## src/rtl/cpu_bus_arbiter.sv

```systemverilog
// Arbitrates the single memory port between the execute-stage data port and instruction fetch.
// Data wins by default; a bounded data streak guarantees a waiting fetch eventually gets the port.
module cpu_bus_arbiter #(
  parameter int MAX_DATA_STREAK = 3
) (
  input  logic        clock,
  input  logic        reset,
  input  logic        d_request,
  input  logic [31:0] d_addr,
  input  logic        d_write,
  input  logic [3:0]  d_byte_enable,
  input  logic [31:0] d_wdata,
  input  logic [1:0]  d_size,
  output logic        d_ack,
  output logic [31:0] d_rdata,
  output logic        d_overrun,
  input  logic        i_request,
  input  logic [31:0] i_addr,
  input  logic        i_flush,
  output logic        i_ack,
  output logic [31:0] i_rdata,
  output logic        mem_request,
  output logic [31:0] mem_addr,
  output logic        mem_write,
  output logic [3:0]  mem_byte_enable,
  output logic [31:0] mem_wdata,
  output logic [1:0]  mem_size,
  input  logic        mem_ack,
  input  logic [31:0] mem_rdata,
  output logic [1:0]  dbg_state
);

  typedef enum logic [1:0] {IDLE = 2'd0, BUSY_D = 2'd1, BUSY_I = 2'd2} state_t;

  localparam logic [1:0] MAX_STREAK = 2'(MAX_DATA_STREAK);

  // Handshake: request inputs are single-cycle pulses captured into holding registers;
  // mem_request pulses once per transaction and the mem_* fields stay valid until mem_ack;
  // d_ack/i_ack pulse once, one cycle after mem_ack, with their rdata.
  state_t      state_q, state_d;
  logic [1:0]  streak_q, streak_d;
  logic        kill_q, kill_d;
  logic        pend_d_v_q, pend_d_v_d;
  logic [31:0] pend_d_addr_q, pend_d_addr_d;
  logic        pend_d_write_q, pend_d_write_d;
  logic [3:0]  pend_d_be_q, pend_d_be_d;
  logic [31:0] pend_d_wdata_q, pend_d_wdata_d;
  logic [1:0]  pend_d_size_q, pend_d_size_d;
  logic        pend_i_v_q, pend_i_v_d;
  logic [31:0] pend_i_addr_q, pend_i_addr_d;
  logic        mem_request_q, mem_request_d;
  logic [31:0] mem_addr_q, mem_addr_d;
  logic        mem_write_q, mem_write_d;
  logic [3:0]  mem_be_q, mem_be_d;
  logic [31:0] mem_wdata_q, mem_wdata_d;
  logic [1:0]  mem_size_q, mem_size_d;
  logic        d_ack_q, d_ack_d;
  logic [31:0] d_rdata_q, d_rdata_d;
  logic        d_overrun_q, d_overrun_d;
  logic        i_ack_q, i_ack_d;
  logic [31:0] i_rdata_q, i_rdata_d;

  logic decide, d_ovr, d_take, d_cand, i_cand, grant_d, grant_i, i_killed;

  always_comb begin
    // A data transaction whose mem_ack is arriving now no longer blocks a new data request.
    d_ovr    = d_request && (pend_d_v_q || (state_q == BUSY_D && !mem_ack));
    d_take   = d_request && !d_ovr;
    d_cand   = pend_d_v_q || d_take;
    i_cand   = (pend_i_v_q && !i_flush) || i_request;
    decide   = (state_q == IDLE) || mem_ack;
    grant_d  = decide && d_cand && (!i_cand || streak_q < MAX_STREAK);
    grant_i  = decide && !grant_d && i_cand;
    i_killed = kill_q || i_flush || i_request;

    state_d        = state_q;
    streak_d       = streak_q;
    kill_d         = 1'b0;
    pend_d_v_d     = pend_d_v_q;
    pend_d_addr_d  = pend_d_addr_q;
    pend_d_write_d = pend_d_write_q;
    pend_d_be_d    = pend_d_be_q;
    pend_d_wdata_d = pend_d_wdata_q;
    pend_d_size_d  = pend_d_size_q;
    pend_i_v_d     = (pend_i_v_q && !i_flush) || i_request;
    pend_i_addr_d  = i_request ? i_addr : pend_i_addr_q;
    mem_request_d  = grant_d || grant_i;
    mem_addr_d     = mem_addr_q;
    mem_write_d    = mem_write_q;
    mem_be_d       = mem_be_q;
    mem_wdata_d    = mem_wdata_q;
    mem_size_d     = mem_size_q;
    d_ack_d        = (state_q == BUSY_D) && mem_ack;
    d_rdata_d      = d_rdata_q;
    d_overrun_d    = d_ovr;
    i_ack_d        = (state_q == BUSY_I) && mem_ack && !i_killed;
    i_rdata_d      = i_rdata_q;

    if (d_take) begin
      pend_d_v_d     = 1'b1;
      pend_d_addr_d  = d_addr;
      pend_d_write_d = d_write;
      pend_d_be_d    = d_byte_enable;
      pend_d_wdata_d = d_wdata;
      pend_d_size_d  = d_size;
    end

    if (state_q == BUSY_I && !mem_ack) kill_d = i_killed;
    if (d_ack_d) d_rdata_d = mem_rdata;
    if (i_ack_d) i_rdata_d = mem_rdata;

    // Fields come from the holding register if valid, otherwise straight from the pulse.
    if (grant_d) begin
      state_d     = BUSY_D;
      pend_d_v_d  = 1'b0;
      mem_addr_d  = pend_d_v_q ? pend_d_addr_q  : d_addr;
      mem_write_d = pend_d_v_q ? pend_d_write_q : d_write;
      mem_be_d    = pend_d_v_q ? pend_d_be_q    : d_byte_enable;
      mem_wdata_d = pend_d_v_q ? pend_d_wdata_q : d_wdata;
      mem_size_d  = pend_d_v_q ? pend_d_size_q  : d_size;
    end else if (grant_i) begin
      state_d     = BUSY_I;
      pend_i_v_d  = 1'b0;
      mem_addr_d  = i_request ? i_addr : pend_i_addr_q;
      mem_write_d = 1'b0;
      mem_be_d    = 4'b1111;
      mem_wdata_d = 32'd0;
      mem_size_d  = 2'b10;
    end else if (decide) begin
      state_d     = IDLE;
      mem_addr_d  = 32'd0;
      mem_write_d = 1'b0;
      mem_be_d    = 4'd0;
      mem_wdata_d = 32'd0;
      mem_size_d  = 2'd0;
    end

    if (!i_cand || grant_i) streak_d = 2'd0;
    else if (grant_d && streak_q != 2'b11) streak_d = streak_q + 2'd1;
  end

  always_ff @(posedge clock or posedge reset) begin
    if (reset) begin
      state_q        <= IDLE;
      streak_q       <= 2'd0;
      kill_q         <= 1'b0;
      pend_d_v_q     <= 1'b0;
      pend_d_addr_q  <= 32'd0;
      pend_d_write_q <= 1'b0;
      pend_d_be_q    <= 4'd0;
      pend_d_wdata_q <= 32'd0;
      pend_d_size_q  <= 2'd0;
      pend_i_v_q     <= 1'b0;
      pend_i_addr_q  <= 32'd0;
      mem_request_q  <= 1'b0;
      mem_addr_q     <= 32'd0;
      mem_write_q    <= 1'b0;
      mem_be_q       <= 4'd0;
      mem_wdata_q    <= 32'd0;
      mem_size_q     <= 2'd0;
      d_ack_q        <= 1'b0;
      d_rdata_q      <= 32'd0;
      d_overrun_q    <= 1'b0;
      i_ack_q        <= 1'b0;
      i_rdata_q      <= 32'd0;
    end else begin
      state_q        <= state_d;
      streak_q       <= streak_d;
      kill_q         <= kill_d;
      pend_d_v_q     <= pend_d_v_d;
      pend_d_addr_q  <= pend_d_addr_d;
      pend_d_write_q <= pend_d_write_d;
      pend_d_be_q    <= pend_d_be_d;
      pend_d_wdata_q <= pend_d_wdata_d;
      pend_d_size_q  <= pend_d_size_d;
      pend_i_v_q     <= pend_i_v_d;
      pend_i_addr_q  <= pend_i_addr_d;
      mem_request_q  <= mem_request_d;
      mem_addr_q     <= mem_addr_d;
      mem_write_q    <= mem_write_d;
      mem_be_q       <= mem_be_d;
      mem_wdata_q    <= mem_wdata_d;
      mem_size_q     <= mem_size_d;
      d_ack_q        <= d_ack_d;
      d_rdata_q      <= d_rdata_d;
      d_overrun_q    <= d_overrun_d;
      i_ack_q        <= i_ack_d;
      i_rdata_q      <= i_rdata_d;
    end
  end

  assign d_ack           = d_ack_q;
  assign d_rdata         = d_rdata_q;
  assign d_overrun       = d_overrun_q;
  assign i_ack           = i_ack_q;
  assign i_rdata         = i_rdata_q;
  assign mem_request     = mem_request_q;
  assign mem_addr        = mem_addr_q;
  assign mem_write       = mem_write_q;
  assign mem_byte_enable = mem_be_q;
  assign mem_wdata       = mem_wdata_q;
  assign mem_size        = mem_size_q;
  assign dbg_state       = state_q;

endmodule

```

## config.mk

```make
export PLATFORM = sky130hd
export DESIGN_NAME = cpu_bus_arbiter
export DESIGN_NICKNAME = d
export VERILOG_FILES = /design/src/rtl/cpu_bus_arbiter.sv
export SDC_FILE = /design/constraint.sdc
export NUM_CORES = 1
export LEC_CHECK = 0
export ABC_AREA = 1
export BUFFER_PORTS_ARGS = -buffer_cell sky130_fd_sc_hd__buf_2
export CORE_MARGIN = 1
export CORE_UTILIZATION = 47
export DETAILED_ROUTE_END_ITERATION = 8
export PLACE_DENSITY = 0.76
export SLEW_MARGIN = 15
export SYNTH_ARGS = -nofsm -noshare
export SYNTH_HDL_FRONTEND = slang
export SYNTH_SLANG_ARGS = --single-unit
```

## constraint.sdc

```tcl
create_clock -name clock -period 6.93 [get_ports clock]
set_input_delay 0.693 -clock clock [delete_from_list [all_inputs] [get_ports clock]]
set_output_delay 0.693 -clock clock [all_outputs]
set_load 0.01 [all_outputs]
```

## After elaboration in Yosys (flattened, before gate mapping)

Cells that the tools add are included.

- Add/sub/neg operators: 1
- $lt $le $gt $ge: 1
- Eq/ne operators: 3
- Mux-type cells: 28
- Reduce and logical (&&, ||, !) cells: 32

Operators with widths:

| operator | count |
|---|---|
| 32-bit two-way mux | 8 |
| 4-bit two-way mux | 4 |
| 2-bit two-way mux | 7 |
| 1-bit logical AND | 13 |
| 1-bit logical OR | 9 |
| 1-bit two-way mux | 9 |
| 1-bit zero test | 6 |
| 2-bit nonzero test | 2 |
| 3-bit nonzero test | 1 |
| 2-bit by 1-bit adder with 2-bit output, second input constant | 1 |
| 2-bit by 1-bit == test with 1-bit output, second input constant | 1 |
| 2-bit == test, second input constant | 1 |
| 2-bit zero test | 1 |
| 2-bit less-than comparator, second input constant | 1 |
| 2-bit != test, second input constant | 1 |

- Bits in registers: 249
- Input bits: 141
- Output and inout port bits: 141
- Logic and storage cells: 87

## Depth between registers and ports, before layout

- Depth after elaboration: 14
- Depth in mapped cells: 9
- Depth with buffers taken out: 8

## Least setup slack after synthesis

No wires, ideal clock.

- Kind: in2reg
- From: input i_request
- To: register i_rdata_q[18] (netlist: i_rdata[18])
- Setup time: 0.130 ns
- Arrival: 1.585 ns
- Slack: 5.215 ns
- Stages on the path: 7
- Path buffers: 3
- Cell sequence: buf_4 nor3_2 nand3_1 buf_2 clkbuf_1 nand2_1 o21ai_0

- Longest elaborated chain between the ends: 3

RTL lines:

| what | line | RTL |
|---|---|---|
| from (decl) | 17 | `input logic i_request,` |
| 1-bit logical OR | 74 | `i_killed = kill_q \|\| i_flush \|\| i_request;` |
| 1-bit zero test | 96 | `i_ack_d = (state_q == BUSY_I) && mem_ack && !i_killed;` |
| 1-bit logical AND | 96 |  |
| to (signal assigned) | 188 | `i_rdata_q <= i_rdata_d;` |
| to (decl) | 61 | `logic [31:0] i_rdata_q, i_rdata_d;` |

No other way between the ends.
A chain may end at the register's enable or synchronous reset.

## Worst setup path after layout

- From: register pend_d_v_q
- To: register mem_addr_q[28] (netlist: mem_addr[28])

- Longest elaborated chain between the ends: 12
- Elaborated cells on any way between the ends: 14
- Classes of those cells: mux: 3; reduce/logical: 11

RTL lines:

| what | line | RTL |
|---|---|---|
| from (decl) | 43 | `logic pend_d_v_q, pend_d_v_d;` |
| from (signal assigned) | 170 | `pend_d_v_q <= pend_d_v_d;` |
| 1-bit logical OR | 67 | `d_ovr = d_request && (pend_d_v_q \|\| (state_q == BUSY_D && !mem_ack));` |
| 1-bit logical AND | 67 |  |
| 1-bit zero test | 68 | `d_take = d_request && !d_ovr;` |
| 1-bit logical AND | 68 |  |
| 1-bit logical OR | 69 | `d_cand = pend_d_v_q \|\| d_take;` |
| 1-bit logical AND (2 in a row) | 72 | `grant_d = decide && d_cand && (!i_cand \|\| streak_q < MAX_STREAK);` |
| 1-bit zero test | 73 | `grant_i = decide && !grant_d && i_cand;` |
| 1-bit logical AND (2 in a row) | 73 |  |
| 32-bit two-way mux | 121 | `end else if (grant_i) begin` |
| 32-bit two-way mux | 113 | `if (grant_d) begin` |
| to (signal assigned) | 179 | `mem_addr_q <= mem_addr_d;` |
| to (decl) | 52 | `logic [31:0] mem_addr_q, mem_addr_d;` |

Parallel ways exist; a longest one is shown, timed or not.

==> impl_metrics.toml <==
[status]
outcome = "finished clean"

[floorplanning]
dieArea_mm2 = 0.02260
die_h_um = 150.3
initial_core_util_pct = 48.58
fp.coreArea_mm2 = 0.02129
ios = 282
die_w_um = 150.3
rows = 53

[detailed_routing]
route.detailed.drc = 0
vias = 8619
detail-route-antenna-nets = 0
vias_per_cell = 5.005
wire_per_inst_um = 15.10
wirelength_um = 26000
drtIter0Drc = 658
drtPass1Iterations = 4

[synth]
synth_compound_area_share_pct = 12.05
synth.most_common_cell = "nand2_1"
synthTopCellsByArea = "dfrtp_1 (60%), nand2_1 (15%), o21ai_0 (9.4%)"
synth_top_family_by_area = "simple AND/OR/NAND/NOR gates"
yosys_warnings = 0
ys_seq_elements = 249
synth_xor_area_share_pct = 0
synth_cells = 1188
synth_edf_count = 0
synth-seq-area-share_pct = 60.25
yosys.area.top_type = "dfrtp_1"
async_flop_share_pct = 100.0
ys.flop_type = "dfrtp_1"
synth_top_cell_area_share_pct = 60.25
synthAdderAreaFrac_pct = 0.1210
synth-simple-area-share_pct = 20.00
netlist_top_cells_count = "nand2_1 (415), dfrtp_1 (249), o21ai_0 (194), inv_1 (109), o21ai_1 (48)"
synth_mux_area_share_pct = 0
synth_nets = 1330
syn_area_mm2 = 0.01034
avgSynthCellArea_um2 = 8.705
ys_types = 26

[clock_tree]
cts_buffer_depth = 3
cts_tree = "built"
htree_levels = 1
post_cts_buffers = 0
worstSkewPairLatency_ps = 520
clkSlewWorstSetupHoldPaths_ps = 60
cts_root_buf = "clkbuf_16"
postCtsHoldBufs = 0
cts-resized-gates = 0
cts.sinks = 249
cts_buffers = 27

[pwr]
seqPwrFrac_pct = 44.7
leakage_nw = 6.819
p_int_w = 0.003370
ir_drop_mv = 0.1871
switching_share_pct = 36.61
p_comb_share_pct = 30.9
p_per_area_mw_per_mm2 = 421.2
clkPwrFrac_pct = 24.4
p_switching_w = 0.001946

[global_route]
grt_pass1_wl_um = 41500
grt.overflow.total = 0
grt_pass1_vias = 8149
grt_use_total_pct = 23.23
grt_max_degree = 182
antenna_found_initial = 1

[layout]
finalNetCount = 1572
fillers = 1841
instances_no_fill = 1722
post_route_cells_drive_above_1_share_pct = 24.07
multi_input_area_mm2 = 0.003347
syn_to_final_growth_pct = 22.06
utilization_pct = 59.30
stdcell_area_mm2 = 0.01262
register_area_mm2 = 0.006232

[place]
gp_congestion = 0.8018
portBuffers = 281
hpwl_um = 16620
dp_cells = 1676
post_dp_cell_area_mm2 = 0.01183

[timing]
min_period_over_period_pct = 60.33
finalSetupTns_ps = 0
rsz0062_at_grt = "no"
period_needed_ps = 4181
fmax_mhz = 239.2
setup_viol = 0
slew_viol_final = 0
final_hold_viol_count = 0
slew_headroom_pct = 23.60
fin_skew_ps = 13.73
tightest_slew_ps = 1146

[worst_setup_path]
crit_arrival_ps = 4570
critPathCaptureType = "flop"
required_ps = 7320
rr_worst_depth = 7
worstPathMaxFanout = 75
worstSetupPathType = "flop to flop"
start_kind = "flop"

[hold_path]
hold_depth = 3
hold_class = "input pin to flop"

[flow_run]
maxCapViolCount = 0
[metal layers]
metal	wire (um)	track usage, %	part of all wire (%)
met3	2010	4.455	7.7
met4	723	8.384	2.8
met5	0	0	0
met2	12100	37.40	47
met1	11160	31.35	43
[metrics by stage]
step                      hold slack (ps)  total power, W  setup WS (ps)
final                               401.6        0.005317           2749
after CTS                           388.1        0.005372           2773
after global placement              452.4        0.003982           2908
after detailed placement            456.5        0.004049           2815
after floorplan                     438.2        0.003355           2963
after global routing                405.3        0.005692           2351
[layout make-up]
| cell class | instances | share of cell area [%] |
|---|---|---|
| antenna | 1 | 0.01983 |
| clock buffer | 38 | 5.918 |
| clock inverter | 7 | 0.3073 |
| inverter | 116 | 3.539 |
| multi-input combinational | 749 | 26.52 |
| sequential | 249 | 49.38 |
| tap | 275 | 2.726 |
| timing repair buffer | 287 | 11.60 |
[kinds of logic after synthesis]
kind of cell,count (synthesis)
flip-flops,249
AO/OA/AOI/OAI,247
adder cells (fa/ha/maj),1
buffers and inverters,190
AND/OR/NAND/NOR,501
[path summary, 6_finish.rpt]
check	startpoint	to	slack [ps]
min in group asynchronous	reset	d_rdata[21]	460
setup / recovery	pend_d_v_q	mem_addr[28]	2750
setup reg to reg	pend_d_v_q	mem_addr[28]	2750
hold reg to reg	pend_i_addr_q[31]	pend_i_addr_q[31]	470
max in group asynchronous	reset	mem_wdata[14]	4910
hold / removal	i_addr[30]	pend_i_addr_q[30]	400
[flip-flops by register name, summed over array words and instances, names as in the netlist, 4 cells and up]
name and count:
pend_d_wdata_q 32, pend_d_addr_q 32, i_rdata 32, mem_addr 32, mem_wdata 32, pend_d_be_q 4
mem_byte_enable 4, d_rdata 32, pend_i_addr_q 32
[worst max-delay path, stage by stage (launching register included)]
cell and delay [ps]:
dfrtp_2 1100, inv_2 720, nand3_4 670, nand2_2 140
nand2_4 690, inv_4 350, nand2_1 180, nand3_1 100
[layout by cell type, fill, tap and decap left out]
cell,n
ha_1,1
dfrtp_1,248
nor2_4,1
nand2_4,2
buf_12,1
nand3_2,3
clkinv_2,6
clkbuf_16,27
nand4_1,32
clkbuf_1,8
nor3_2,2
nor2_1,2
buf_2,281
buf_4,5
nor4_1,1
inv_1,108
or2_2,1
clkbuf_8,3
nand3_4,1
inv_2,5
nand3_1,38
inv_4,1
o21ai_0,194
clkinvlp_4,1
dfrtp_2,1
diode_2,1
a21oi_1,2
o21ai_1,48
nand2_1,415
inv_6,2
nand2_2,3
a21boi_0,1
a21oi_2,2
[power groups by stage]
| stage | clock (W) | combinational (W) | sequential [W] |
|---|---|---|---|
| after CTS | 0.00133 | 0.00167 | 0.00238 |
| after global routing | 0.00139 | 0.00186 | 0.00245 |
| after global placement | 0 | 0.00161 | 0.00237 |
| final | 0.00130 | 0.00164 | 0.00238 |
| after detailed placement | 0 | 0.00166 | 0.00239 |
| after floorplan | 0 | 0.000871 | 0.00248 |
No activity file was read; power rests on OpenSTA's default activity.
